--- src/rtl/l2_arb_pkg.sv ---
// Shared types and default widths for the dual-L1 L2 port arbiter.
package l2_arb_pkg;

   localparam int DEF_ADDR_W = 32;
   localparam int DEF_LINE_W = 128;
   localparam int OFFSET_W   = 4;

   typedef enum logic [2:0] {
      IDLE,
      WR_REQ,
      RD_REQ,
      RD_WAIT,
      RESP
   } l2arb_state_t;

   typedef enum logic {
      PORT_A,
      PORT_B
   } l2arb_port_t;

endpackage

--- src/rtl/l2_arb_port_slot.sv ---
// Per-L1 request capture: one read slot and one evict slot, each holding a
// single outstanding pulse, plus sticky overflow detection.
module l2_arb_port_slot
   import l2_arb_pkg::*;
#(
   parameter int ADDR_W = DEF_ADDR_W,
   parameter int LINE_W = DEF_LINE_W
) (
   input  logic              clk,
   input  logic              reset,
   input  logic [ADDR_W-1:0] addr,
   input  logic              read_valid,
   input  logic              evict_wren,
   input  logic [LINE_W-1:0] evict_line,
   input  logic              clr_read,
   input  logic              clr_evict,
   output logic              rd_pend,
   output logic [ADDR_W-1:0] rd_addr,
   output logic              ev_pend,
   output logic [ADDR_W-1:0] ev_addr,
   output logic [LINE_W-1:0] ev_line,
   output logic              overflow
);

   localparam int TAG_W = ADDR_W - OFFSET_W;

   logic [TAG_W-1:0] rd_tag;
   logic [TAG_W-1:0] ev_tag;
   logic             rd_free;
   logic             ev_free;
   logic             unused_offset;

   // A slot being cleared this cycle can take a new pulse at the same edge.
   assign rd_free = !rd_pend || clr_read;
   assign ev_free = !ev_pend || clr_evict;

   assign rd_addr       = {rd_tag, {OFFSET_W{1'b0}}};
   assign ev_addr       = {ev_tag, {OFFSET_W{1'b0}}};
   assign unused_offset = ^addr[OFFSET_W-1:0];

   always_ff @(posedge clk) begin
      if (reset) begin
         rd_pend  <= 1'b0;
         rd_tag   <= '0;
         ev_pend  <= 1'b0;
         ev_tag   <= '0;
         ev_line  <= '0;
         overflow <= 1'b0;
      end else begin
         if (read_valid && rd_free) begin
            rd_pend <= 1'b1;
            rd_tag  <= addr[ADDR_W-1:OFFSET_W];
         end else if (clr_read) begin
            rd_pend <= 1'b0;
         end

         if (evict_wren && ev_free) begin
            ev_pend <= 1'b1;
            ev_tag  <= addr[ADDR_W-1:OFFSET_W];
            ev_line <= evict_line;
         end else if (clr_evict) begin
            ev_pend <= 1'b0;
         end

         if ((read_valid && !rd_free) || (evict_wren && !ev_free))
            overflow <= 1'b1;
      end
   end

endmodule

--- src/rtl/l2_port_arbiter.sv ---
// Serialises L1a/L1b line fills and evictions onto one L2 port, evictions
// first. Build option L2ARB_ROUND_ROBIN_EN: alternating contended read grant.
module l2_port_arbiter
   import l2_arb_pkg::*;
#(
   parameter int ADDR_W = DEF_ADDR_W,
   parameter int LINE_W = DEF_LINE_W
) (
   input  logic              clk,
   input  logic              reset,
   input  logic [ADDR_W-1:0] a_addr,
   input  logic              a_read_valid,
   input  logic              a_evict_wren,
   input  logic [LINE_W-1:0] a_evict_line,
   input  logic              a_irq,
   output logic [LINE_W-1:0] a_update_line,
   output logic              a_update_valid,
   input  logic [ADDR_W-1:0] b_addr,
   input  logic              b_read_valid,
   input  logic              b_evict_wren,
   input  logic [LINE_W-1:0] b_evict_line,
   input  logic              b_irq,
   output logic [LINE_W-1:0] b_update_line,
   output logic              b_update_valid,
   output logic [ADDR_W-1:0] mem_addr,
   output logic              mem_rden,
   output logic              mem_wren,
   output logic [LINE_W-1:0] mem_wdata,
   input  logic              mem_ready,
   input  logic [LINE_W-1:0] mem_rdata,
   input  logic              mem_rdata_valid,
   output logic              overflow_err
);

   l2arb_state_t state;
   l2arb_port_t  grant;

   logic              a_rd_pend, a_ev_pend, a_ovf;
   logic              b_rd_pend, b_ev_pend, b_ovf;
   logic [ADDR_W-1:0] a_rd_addr, a_ev_addr;
   logic [ADDR_W-1:0] b_rd_addr, b_ev_addr;
   logic [LINE_W-1:0] a_ev_line, b_ev_line;
   logic              a_clr_rd, a_clr_ev, b_clr_rd, b_clr_ev;
   logic              wr_done, resp_fire, grant_irq;
   logic              a_rd_ok, b_rd_ok, rd_any, rd_pick_b;
`ifdef L2ARB_ROUND_ROBIN_EN
   logic              rr_favour_b;
`endif

   l2_arb_port_slot #(
      .ADDR_W (ADDR_W),
      .LINE_W (LINE_W)
   ) u_slot_a (
      .clk        (clk),
      .reset      (reset),
      .addr       (a_addr),
      .read_valid (a_read_valid),
      .evict_wren (a_evict_wren),
      .evict_line (a_evict_line),
      .clr_read   (a_clr_rd),
      .clr_evict  (a_clr_ev),
      .rd_pend    (a_rd_pend),
      .rd_addr    (a_rd_addr),
      .ev_pend    (a_ev_pend),
      .ev_addr    (a_ev_addr),
      .ev_line    (a_ev_line),
      .overflow   (a_ovf)
   );

   l2_arb_port_slot #(
      .ADDR_W (ADDR_W),
      .LINE_W (LINE_W)
   ) u_slot_b (
      .clk        (clk),
      .reset      (reset),
      .addr       (b_addr),
      .read_valid (b_read_valid),
      .evict_wren (b_evict_wren),
      .evict_line (b_evict_line),
      .clr_read   (b_clr_rd),
      .clr_evict  (b_clr_ev),
      .rd_pend    (b_rd_pend),
      .rd_addr    (b_rd_addr),
      .ev_pend    (b_ev_pend),
      .ev_addr    (b_ev_addr),
      .ev_line    (b_ev_line),
      .overflow   (b_ovf)
   );

   assign grant_irq = (grant == PORT_A) ? a_irq : b_irq;
   assign wr_done   = (state == WR_REQ) && mem_ready;
   assign resp_fire = (state == RESP) && !grant_irq;

   assign a_clr_ev = wr_done && (grant == PORT_A);
   assign b_clr_ev = wr_done && (grant == PORT_B);
   assign a_clr_rd = resp_fire && (grant == PORT_A);
   assign b_clr_rd = resp_fire && (grant == PORT_B);

   // Fill pulse follows the live irq so it fires the first cycle irq drops.
   assign a_update_valid = (state == RESP) && (grant == PORT_A) && !a_irq;
   assign b_update_valid = (state == RESP) && (grant == PORT_B) && !b_irq;
   assign overflow_err   = a_ovf || b_ovf;

   // A read must not overtake a pending eviction of the same line.
   assign a_rd_ok = a_rd_pend
                    && !(a_ev_pend && (a_ev_addr == a_rd_addr))
                    && !(b_ev_pend && (b_ev_addr == a_rd_addr));
   assign b_rd_ok = b_rd_pend
                    && !(a_ev_pend && (a_ev_addr == b_rd_addr))
                    && !(b_ev_pend && (b_ev_addr == b_rd_addr));
   assign rd_any  = a_rd_ok || b_rd_ok;

`ifdef L2ARB_ROUND_ROBIN_EN
   assign rd_pick_b = b_rd_ok && (!a_rd_ok || rr_favour_b);
`else
   assign rd_pick_b = b_rd_ok && !a_rd_ok;
`endif

   always_ff @(posedge clk) begin
      if (reset) begin
         state         <= IDLE;
         grant         <= PORT_A;
         mem_addr      <= '0;
         mem_rden      <= 1'b0;
         mem_wren      <= 1'b0;
         mem_wdata     <= '0;
         a_update_line <= '0;
         b_update_line <= '0;
`ifdef L2ARB_ROUND_ROBIN_EN
         rr_favour_b   <= 1'b0;
`endif
      end else begin
         case (state)
            IDLE: begin
               if (a_ev_pend) begin
                  grant     <= PORT_A;
                  mem_addr  <= a_ev_addr;
                  mem_wdata <= a_ev_line;
                  mem_wren  <= 1'b1;
                  state     <= WR_REQ;
               end else if (b_ev_pend) begin
                  grant     <= PORT_B;
                  mem_addr  <= b_ev_addr;
                  mem_wdata <= b_ev_line;
                  mem_wren  <= 1'b1;
                  state     <= WR_REQ;
               end else if (rd_any) begin
                  grant    <= rd_pick_b ? PORT_B : PORT_A;
                  mem_addr <= rd_pick_b ? b_rd_addr : a_rd_addr;
                  mem_rden <= 1'b1;
                  state    <= RD_REQ;
`ifdef L2ARB_ROUND_ROBIN_EN
                  // Pointer moves only on contended grants.
                  if (a_rd_ok && b_rd_ok)
                     rr_favour_b <= !rd_pick_b;
`endif
               end
            end
            WR_REQ: begin
               if (mem_ready) begin
                  mem_wren <= 1'b0;
                  state    <= IDLE;
               end
            end
            RD_REQ: begin
               if (mem_ready) begin
                  mem_rden <= 1'b0;
                  state    <= RD_WAIT;
               end
            end
            RD_WAIT: begin
               if (mem_rdata_valid) begin
                  if (grant == PORT_A)
                     a_update_line <= mem_rdata;
                  else
                     b_update_line <= mem_rdata;
                  state <= RESP;
               end
            end
            RESP: begin
               if (!grant_irq)
                  state <= IDLE;
            end
            default: state <= IDLE;
         endcase
      end
   end

endmodule

--- config.mk ---
export PLATFORM = sky130hd
export DESIGN_NAME = l2_port_arbiter
export DESIGN_NICKNAME = d
export VERILOG_FILES = /design/src/rtl/l2_arb_pkg.sv /design/src/rtl/l2_arb_port_slot.sv /design/src/rtl/l2_port_arbiter.sv
export SDC_FILE = /design/constraint.sdc
export NUM_CORES = 2
export LEC_CHECK = 0
export CORE_AREA = 2 2 340 342
export CTS_CLUSTER_SIZE = 40
export DETAILED_ROUTE_END_ITERATION = 8
export DIE_AREA = 0 0 342 344
export SYNTH_ARGS = -nofsm -noshare
export SYNTH_HDL_FRONTEND = slang
export SYNTH_SLANG_ARGS = --single-unit
--- constraint.sdc ---
create_clock -name clk -period 2.85 [get_ports clk]
set_clock_uncertainty 0.2 [all_clocks]
set_input_delay 0.4275 -clock clk [delete_from_list [all_inputs] [get_ports clk]]
set_output_delay 0.4275 -clock clk [all_outputs]
set_load 0.005 [all_outputs]
==> impl_results.md <==
* Sequential share of the synthesized area at 52.3%
* M1 wire length at between 40000 and 50000 microns
* Commonest non-fill, non-tap cell in the layout: nand2_1
* Gpl congestion at about 0.89
* # port buffers at 866
* CTS tree: built
* Clk sinks at between 700 and 800
* Most frequent cells in the layout: nand2_1 (1316), clkdlybuf4s50_1 (864), dfxtp_1 (782)
* Routed wire length at ~120000 microns
* I/O pin cnt at 879
* Fmax at between 300 and 400 MHz
* Failing checks: setup timing
* CTS H-tree lvls at 3
* Worst hold slack at between 100 and 150 ps
* Worst VDD drop at a little over 0.5 mV
* Min-Delay Path Class: in -> reg
* Post-Syn Area per Cell at just over 8 sq um
* Max_cap viols at 0
* Avg WL per Cell at around 19 microns
* Top Metal Used: met5
* Die W at ~340 microns
* Initial antenna violation count at 16
* Syn. warnings at 0
* Synth Area in Simple Gates at 19.8%
* Fillers at between 10000 and 15000
* Max clock buf depth at 3
* Share of layout cells above drive strength 1 at under 10%
* Main synth FF type: dfxtp_1
* Kind of critical path: reg -> reg
* Total Routing Usage GR at between 10% and 20%
* RSZ-0062 raised after global routing: true
* Number of synthesized flops with an enable pin at 0
* Worst path required time at around 3200 ps
* Async S/R FF share, synth at 0%
* Mux contribution to synthesized area at under 10%
* WHS Path Cells at 3
* Wire length on met3 at approximately 11000 microns
* Die Area at 118000 sq um
* Initial Utilization at between 20% and 30%
* Area of the multi-input gates at 13700 sq um
* Largest family of logic cells by synthesized area: simple AND/OR/NAND/NOR gates
* Status: complete, but fails checks
* Worst-path clk slew at 60 ps
* Final WS setup at -184 ps
* Initial DRC Count at approximately 1900
* Worst Reg2Reg Path Length in Cells at 9
* Final Hold Viols at 0
* ANT nets after route at 0
* Slew @ Worst Pin at between 700 and 800 ps
* Compound-Gate Fraction of Synth Area at 15.6%
* Final #Nets at 5055
* Final HPWL DP at about 87000 microns
* Cell leakage power at between 15 and 20 nW
* DRC viols at 0
* Setup TNS at -3520 ps
* CTS Root Buffer Type: clkbuf_16
* Vias/cell at between 4 and 5
* Power Density at 640 nW/um^2
* Final Setup Violations at 28
* Vias in the first global route at ~27000
* Global route overflow at 0
* Met2 Wirelength at approximately 57000 microns
* DIE HEIGHT at 344 microns
* CP startpoint kind: register
* Fin. max-slew vios at 0
* DR vias at 28916
* Clock latency on the worst-skew pair at about 670 ps
* Post-Syn Instances at 3742
* Relative slew slack at 45.7%
* Post-synth cell types at 46
* CP Capture Type: register
* First-pass GRT wire length at roughly 170000 microns
* Core area at 114000 sq um
* Drt pass-1 iters at 6
* Mapped cell area at 30300 sq um
* Num rows at roughly 120
* XOR/XNOR Fraction of Synth Area at approximately 3.2%
* Arr. time, crit path at roughly 3400 ps
* FF+latch count, synth at between 700 and 800
* Synthesis-to-finish area growth at 49.3%
* Critical path fanouts, max at 7
* Period minus WS final at a little over 3000 ps
* Synth Area in Adders at 0%
* TritonCTS Buffers at between 80 and 90
* Register area at approximately 16000 sq um
* Pin count of the biggest net entering global routing at 90
* Final worst-path cycle share at 106%
worst max-delay path, stage by stage (launching register included):
cell and delay [ps]:
dfxtp_2 330, xnor2_2 230, nand4_1 240, or4_4 480, o41ai_4 410, o211a_4 260
buf_12 120, buf_8 140, mux2_4 310, a311oi_2 210
final timing paths:
| path | start | endpoint | slack, ps |
|---|---|---|---|
| max | u_slot_a.rd_tag[23]$_SDFFE_PP0P_ | mem_addr[25]$_SDFFE_PP0P_ | -180 |
| min | b_evict_line[20] | u_slot_b.ev_line[20]$_SDFFE_PP0P_ | 110 |
| max reg2reg | u_slot_a.rd_tag[23]$_SDFFE_PP0P_ | mem_addr[25]$_SDFFE_PP0P_ | -180 |
| min reg2reg | a_update_line[80]$_SDFFE_PP0P_ | a_update_line[80]$_SDFFE_PP0P_ | 250 |
registers in the layout, indices dropped and copies added (netlist names), 3 cells and up:
register          count
b_update_line       128
mem_addr             28
a_update_line       128
u_slot_b.rd_tag      28
u_slot_b.ev_line    128
u_slot_a.rd_tag      28
mem_wdata           128
state                 3
u_slot_b.ev_tag      28
u_slot_a.ev_tag      28
u_slot_a.ev_line    128
kinds of logic after synthesis:
logic type | Yosys count
muxes | 157
AOI/OAI and AO/OA | 829
buffers and inverters | 299
xor gates and xnor gates | 112
and+or+nand+nor | 1552
DFF | 792
other | 1
cell usage after synthesis, drive strengths merged, types with 3 or more instances:
master	number	area, sq um
a211oi	128	961
a21oi	630	3160
a22oi	27	203
a311oi	28	245
and2	3	18.8
buf	20	116
clkbuf	274	1030
dfxtp	792	15900
inv	5	18.8
mux2	28	315
mux2i	129	1290
nand2	1317	4940
nand2b	3	18.8
nand4	21	131
nor2	151	567
nor2b	3	18.8
nor3	30	150
nor4	13	81.3
o21ai	3	15.0
xnor2	75	657
xor2	37	324
layout make-up:
type / count / area share, %
clock inverter: 34 / 1.09
multi-input combinational: 2654 / 30.3
tap: 1512 / 4.18
inverter: 5 / 0.0497
antenna: 2 / 0.0110
timing repair buffer: 1056 / 23.7
sequential: 792 / 35.1
clock buffer: 127 / 5.63
stage by stage:
step / power [W] / setup slack, ps / util [%] / std cells / instance area [sq um]
after floorplan: 0.0143 / 18.5 / - / 3745 / 30400
after global placement: 0.0171 / -257 / 36.7 / 6011 / 41800
after detailed placement: 0.0171 / -326 / 36.7 / 6011 / 41800
after CTS: 0.0293 / -67.6 / 39.8 / 6183 / 45300
after global routing: 0.0301 / -216 / 39.8 / 6182 / 45300
final: 0.0290 / -184 / 39.8 / 6182 / 45300
power by group:
part	switching [W]	total (W)	internal [W]
registers	0.000512	0.0123	0.0118
logic	0.00235	0.00468	0.00233
clock network	0.00487	0.0120	0.00716
what timing repair did:
item / 4_1_cts / 5_1_grt
hold buffers: 1 / 0
pin swaps: 33 / 5
endpoints found under the setup margin: 32 / 31
buffers inserted: 7 / 0
hold endpoints to repair: 3 / 0
gates resized for setup: 63 / 18
gates cloned: 3 / 0
routing by layer:
metal | GRT usage [%] | up-vias
met1 | 23.5 | 13437
li1 | - | 14160
met2 | 32.0 | 1083
met3 | 5.76 | 216
met5 | 0 | -
met4 | 7.26 | 20
Note: power is estimated with default switching activity, not from simulation.
